$ cat src/rtl/sdr_cmd_sched.sv
// sdr_cmd_sched: command scheduler in front of the SDR controller core.
// Arbitrates the single SDRAM command path between two requesters (r0, r1)
// and a periodic auto-refresh generator, issues one command at a time over a
// valid/ready/done handshake and routes completion/read data back to the owner.
//
// Ports:
//   pclk, preset          clock, synchronous active-high reset
//   rX_req/write/addr/wdata  requester X command (X = 0,1)
//   rX_gnt                one-cycle grant pulse (first ISSUE cycle)
//   rX_done/rX_rdata      one-cycle completion pulse, read data held until next
//   be_valid/op/addr/wdata  command to controller core (op: 00 rd, 01 wr, 10 ref)
//   be_ready/done/rdata   core accept, core completion, core read data
//   ref_pending           postponed refresh count
//   ref_overflow          sticky: a refresh tick was lost while saturated

// Per-requester return path: grant pulse, completion pulse, read data hold.
module sdr_cmd_sched_port #(
  parameter int DW = 16
) (
  input  logic          pclk,
  input  logic          preset,
  input  logic          gnt_set,
  input  logic          done_set,
  input  logic [DW-1:0] be_rdata,
  output logic          gnt,
  output logic          done,
  output logic [DW-1:0] rdata
);
  always_ff @(posedge pclk) begin
    if (preset) begin
      gnt   <= 1'b0;
      done  <= 1'b0;
      rdata <= '0;
    end else begin
      gnt  <= gnt_set;
      done <= done_set;
      if (done_set) rdata <= be_rdata;
    end
  end
endmodule

module sdr_cmd_sched #(
  parameter int REF_INTERVAL = 780,
  parameter int REF_MAX_PEND = 4,
  parameter int AW           = 16,
  parameter int DW           = 16
) (
  input  logic          pclk,
  input  logic          preset,
  input  logic          r0_req,
  input  logic          r0_write,
  input  logic [AW-1:0] r0_addr,
  input  logic [DW-1:0] r0_wdata,
  output logic          r0_gnt,
  output logic          r0_done,
  output logic [DW-1:0] r0_rdata,
  input  logic          r1_req,
  input  logic          r1_write,
  input  logic [AW-1:0] r1_addr,
  input  logic [DW-1:0] r1_wdata,
  output logic          r1_gnt,
  output logic          r1_done,
  output logic [DW-1:0] r1_rdata,
  output logic          be_valid,
  output logic [1:0]    be_op,
  output logic [AW-1:0] be_addr,
  output logic [DW-1:0] be_wdata,
  input  logic          be_ready,
  input  logic          be_done,
  input  logic [DW-1:0] be_rdata,
  output logic [2:0]    ref_pending,
  output logic          ref_overflow
);
  localparam int             TW   = (REF_INTERVAL > 1) ? $clog2(REF_INTERVAL) : 1;
  localparam logic [TW-1:0]  TMAX = TW'(REF_INTERVAL - 1);
  localparam logic [2:0]     PMAX = 3'(REF_MAX_PEND);
  localparam logic [1:0]     OP_RD = 2'b00, OP_WR = 2'b01, OP_REF = 2'b10;

  typedef enum logic [1:0] {IDLE = 2'd0, ISSUE = 2'd1, WAIT_DONE = 2'd2} state_t;

  state_t            state, state_nxt;
  logic [TW-1:0]     tcnt;
  logic              tick;
  logic [2:0]        pend;
  logic              ovf;
  logic              last_r1;   // most recent grant went to r1
  logic              dec_vld, dec_ref, dec_id;
  logic              own_ref, own_id;
  logic [1:0]        op_q;
  logic [AW-1:0]     addr_q;
  logic [DW-1:0]     wdata_q;
  logic [1:0]        req, gnt_set, done_set, gnt, done;
  logic [1:0][DW-1:0] rdata;
  logic              ref_done;
  logic              sel_write;
  logic [AW-1:0]     sel_addr;
  logic [DW-1:0]     sel_wdata;

  assign req = {r1_req, r0_req};

  // Refresh timer: wraps at REF_INTERVAL-1, tick on the wrap edge.
  assign tick = (tcnt == TMAX);
  always_ff @(posedge pclk) begin
    if (preset)    tcnt <= '0;
    else if (tick) tcnt <= '0;
    else           tcnt <= tcnt + 1'b1;
  end

  // Pending refresh count. Tick and refresh completion together cancel out,
  // so nothing is lost and overflow is only flagged for a genuinely dropped tick.
  always_ff @(posedge pclk) begin
    if (preset) begin
      pend <= '0;
      ovf  <= 1'b0;
    end else begin
      unique case ({tick, ref_done})
        2'b10: begin
          if (pend == PMAX) ovf  <= 1'b1;
          else              pend <= pend + 1'b1;
        end
        2'b01:   pend <= pend - 1'b1;
        default: ;
      endcase
    end
  end

  // FSM state register
  always_ff @(posedge pclk) begin
    if (preset) state <= IDLE;
    else        state <= state_nxt;
  end

  // Arbitration and next state. Tie between requesters goes to the one
  // not most recently granted.
  always_comb begin
    state_nxt = state;
    dec_vld   = 1'b0;
    dec_ref   = 1'b0;
    dec_id    = 1'b0;
    gnt_set   = '0;
    done_set  = '0;
    ref_done  = 1'b0;
    unique case (state)
      IDLE: begin
        if (pend == PMAX) begin
          dec_vld = 1'b1;
          dec_ref = 1'b1;
        end else if (|req) begin
          dec_vld = 1'b1;
          dec_id  = req[1] & (~req[0] | ~last_r1);
        end else if (pend != '0) begin
          dec_vld = 1'b1;
          dec_ref = 1'b1;
        end
        if (dec_vld) begin
          state_nxt = ISSUE;
          if (!dec_ref) gnt_set[dec_id] = 1'b1;
        end
      end
      ISSUE: if (be_ready) state_nxt = WAIT_DONE;
      WAIT_DONE: begin
        if (be_done) begin
          state_nxt = IDLE;
          if (own_ref) ref_done         = 1'b1;
          else         done_set[own_id] = 1'b1;
        end
      end
      default: state_nxt = IDLE;
    endcase
  end

  assign sel_write = dec_id ? r1_write : r0_write;
  assign sel_addr  = dec_id ? r1_addr  : r0_addr;
  assign sel_wdata = dec_id ? r1_wdata : r0_wdata;

  // Command latch: held stable from decision through completion.
  always_ff @(posedge pclk) begin
    if (preset) begin
      own_ref <= 1'b0;
      own_id  <= 1'b0;
      op_q    <= OP_RD;
      addr_q  <= '0;
      wdata_q <= '0;
      last_r1 <= 1'b1;      // favour r0 first
    end else if (dec_vld) begin
      own_ref <= dec_ref;
      own_id  <= dec_id;
      if (dec_ref) begin
        op_q    <= OP_REF;
        addr_q  <= '0;
        wdata_q <= '0;
      end else begin
        op_q    <= sel_write ? OP_WR : OP_RD;
        addr_q  <= sel_addr;
        wdata_q <= sel_write ? sel_wdata : '0;
        last_r1 <= dec_id;
      end
    end
  end

  for (genvar i = 0; i < 2; i++) begin : g_port
    sdr_cmd_sched_port #(.DW(DW)) u_port (
      .pclk     (pclk),
      .preset   (preset),
      .gnt_set  (gnt_set[i]),
      .done_set (done_set[i]),
      .be_rdata (be_rdata),
      .gnt      (gnt[i]),
      .done     (done[i]),
      .rdata    (rdata[i])
    );
  end

  assign r0_gnt       = gnt[0];
  assign r1_gnt       = gnt[1];
  assign r0_done      = done[0];
  assign r1_done      = done[1];
  assign r0_rdata     = rdata[0];
  assign r1_rdata     = rdata[1];
  assign be_valid     = (state == ISSUE);
  assign be_op        = op_q;
  assign be_addr      = addr_q;
  assign be_wdata     = wdata_q;
  assign ref_pending  = pend;
  assign ref_overflow = ovf;
endmodule

$ cat config.mk
export PLATFORM = sky130hd
export DESIGN_NAME = sdr_cmd_sched
export DESIGN_NICKNAME = d
export VERILOG_FILES = /design/src/rtl/sdr_cmd_sched.sv
export SDC_FILE = /design/constraint.sdc
export NUM_CORES = 1
export LEC_CHECK = 0
export BUFFER_PORTS_ARGS = -buffer_cell sky130_fd_sc_hd__clkbuf_2
export CORE_AREA = 2 2 149 78
export CTS_CLUSTER_DIAMETER = 60
export CTS_CLUSTER_SIZE = 20
export DETAILED_ROUTE_END_ITERATION = 10
export DIE_AREA = 0 0 151 80
export PLACE_DENSITY = 0.63
export SLEW_MARGIN = 20
export SYNTH_ARGS = -nofsm -noshare
export SYNTH_HDL_FRONTEND = slang
export SYNTH_HIERARCHICAL = 1
export SYNTH_SLANG_ARGS = --single-unit
$ cat constraint.sdc
create_clock -name pclk -period 3.5 [get_ports pclk]
set_input_delay 0 -clock pclk [delete_from_list [all_inputs] [get_ports pclk]]
set_output_delay 0 -clock pclk [all_outputs]
set_load 0.02 [all_outputs]
==> results.json <==
{
  "path_clk_slew_ns": 0.07,
  "status": "finished, final reports clean",
  "ir_worst_vdd_mv": 0.218,
  "criticalPathCategory": "reg -> reg",
  "fin_worst_skew_ns": 0.00771,
  "yosys_register_bits": 88,
  "yosys-top-cells-count": "dfxtp_1, nor2_1, mux2i_1",
  "start_kind": "flip-flop",
  "die_area_um2": 12100,
  "via_count": 3292,
  "postCtsSetupBuffers": 0,
  "max_stage_delay_ns": 0.59,
  "synthToLayoutAreaGrowth_pct": 44.3,
  "grt_pass1_vias": 3300,
  "firstDrtPassIters": 4,
  "die_x_um": 151,
  "fp.dieH_um": 80,
  "rows": 27,
  "synthFlopType": "dfxtp_1",
  "hold_viol": 0,
  "crit_fanout": 18,
  "tritoncts": "built",
  "ant_nets": 0,
  "nFillCells": 970,
  "cts_buffers": 9,
  "post-route-util": 0.494,
  "io_pins": 163,
  "cts.sink_count": 88,
  "grt_pass1_wl_mm": 15.8,
  "regArea_um2": 1760,
  "power_w": 0.00236,
  "finalCritPeriodShare": 0.676,
  "setup_viol": 0,
  "cts_max_path_buffers": 2,
  "slew_viol_final": 0,
  "dp_hpwl_mm": 6.97,
  "setup_tns_ns": 0,
  "cp_cell_sequence": "or3b_1 -> nand3_2 -> mux2i_1 -> dlygate4sd3_1 -> o2bb2ai_2",
  "overflow": 0,
  "core_region_area_um2": 10700,
  "fin_nets": 640,
  "ctsHoldBuffers": 49,
  "synth_nets": 436,
  "yosys-top-cells-area": "dfxtp_1, mux2i_1, nor2_1, o2bb2ai_2, a2bb2oi_1",
  "vias_per_cell": 4.71,
  "route.final.wire_length_mm": 10.0,
  "cp_slowest_cell": "dlygate4sd3_1",
  "netlist_area_um2": 3680,
  "drv_cap": 0,
  "max_freq_mhz": 423,
  "synth_top_area_frac": 0.479,
  "relSlewSlack": 0.474,
  "ys_warn_count": 6,
  "layout-drive-gt1-share": 0.368,
  "yosysMostFrequentCell": "dfxtp_1",
  "root_buffer": "clkbuf_16",
  "worstPathArrival_ns": 2.56,
  "wl_per_cell_um": 14.3,
  "cp.required_ns": 3.70,
  "end_kind": "flip-flop",
  "start_util": 0.343,
  "htreeDepth": 3,
  "ctsResizeCount": 0,
  "remaining_drc_errors": 0,
  "synth_top_area_cell": "dfxtp_1",
  "grt_use_total": 0.168,
  "antenna_found_initial": 0,
  "diodes": 0,
  "routabilityCongestion": 0.757,
  "grt_max_degree": 42,
  "synth_edf_count": 0,
  "min_path_type": "in -> reg",
  "syn_inst": 346,
  "avgSynthCellArea_um2": 10.6,
  "tightest_slew_ns": 0.789,
  "drtIter0Drc": 74,
  "min_period_ns": 2.37,
  "power.leakage_nw": 2.41,
  "powerDensity_nw_per_um2": 444,
  "async_flop_share": 0,
  "yosysSeqAreaShare": 0.479,
  "io_buffers": 162,
  "grt_setup_unrepaired": "false",
  "multiInputGateArea_um2": 1720,
  "ys_types": 44,
  "clk_latency_ns": 0.33
}
## worst paths after layout
path	from	cells past startpoint	to	slack (ns)
setup / recovery	ref_pending[2]	5	be_wdata[14]	1.13
hold / removal	r0_addr[9]	4	be_addr[9]	0.04
setup reg to reg	ref_pending[2]	5	be_wdata[14]	1.13
hold reg to reg	be_wdata[5]	1	be_wdata[5]	0.47
## layout make-up
type / instances / area share
clock buffer: 9 / 0.0424
clock inverter: 6 / 0.00848
tap: 145 / 0.0342
multi-input combinational: 226 / 0.323
inverter: 7 / 0.00495
timing repair buffer: 218 / 0.255
sequential: 88 / 0.332
## flip-flops by register name (all words and copies together) (netlist names), 2 cells and up
register / count
be_addr: 16
tcnt: 10
g_port.u_port/gnt: 2
g_port.u_port/rdata: 32
g_port.u_port/done: 2
ref_pending: 3
be_wdata: 16
state: 2
## metrics by stage
step	cell area (um^2)	worst slack (ns)	hold slack, ns	instances
final	5310	1.13	0.0429	699
after global routing	5310	0.992	0.0323	699
after CTS	5300	0.698	0.0287	699
after detailed placement	4540	1.17	0.267	635
after global placement	4540	1.30	0.252	635
after floorplan	3680	1.47	0.147	346
## routing by layer
layer  share of wire  vias to the layer above  global-route usage
li1                -                     1618                   -
met1            0.47                     1548               0.211
met2            0.46                      124               0.284
met3           0.072                        2              0.0549
met4          0.0018                        0              0.0308
met5               0                        -                   0
## power breakdown
group / leakage, nW / internal, W / switching [W]
combinational: 1.57 / 0.000199 / 0.000212
clock: 0.124 / 0.000479 / 0.000388
sequential: 0.716 / 0.00105 / 0.0000329
total: 2.41 / 0.00173 / 0.000633
## critical path: cells and delay by family, from the launching register on
family / cells / cell delay, ns
DFF: 1 / 0.41
muxes: 1 / 0.28
and+or+nand+nor: 2 / 0.90
AOI/OAI and AO/OA: 1 / 0.05
buffers and inverters: 1 / 0.59
## logic make-up after synthesis
logic type,share of synthesized area
buffers and inverters,0.0592
adders and majority gates,0.00884
DFF,0.479
and+or+nand+nor,0.129
muxes,0.183
xor gates and xnor gates,0.0143
AOI/OAI and AO/OA,0.127
## placed cells by master, fill, tap and decap left out, drive strengths merged, types with 4 or more instances in the layout
master	count
a21oi	6
a2bb2oi	17
buf	7
clkbuf	171
dfxtp	88
dlygate4sd3	49
inv	8
mux2i	65
nand2	4
nor2	66
nor2b	7
o2bb2ai	16
or3	4
xor2	5
(Power assumes the default switching activity.)
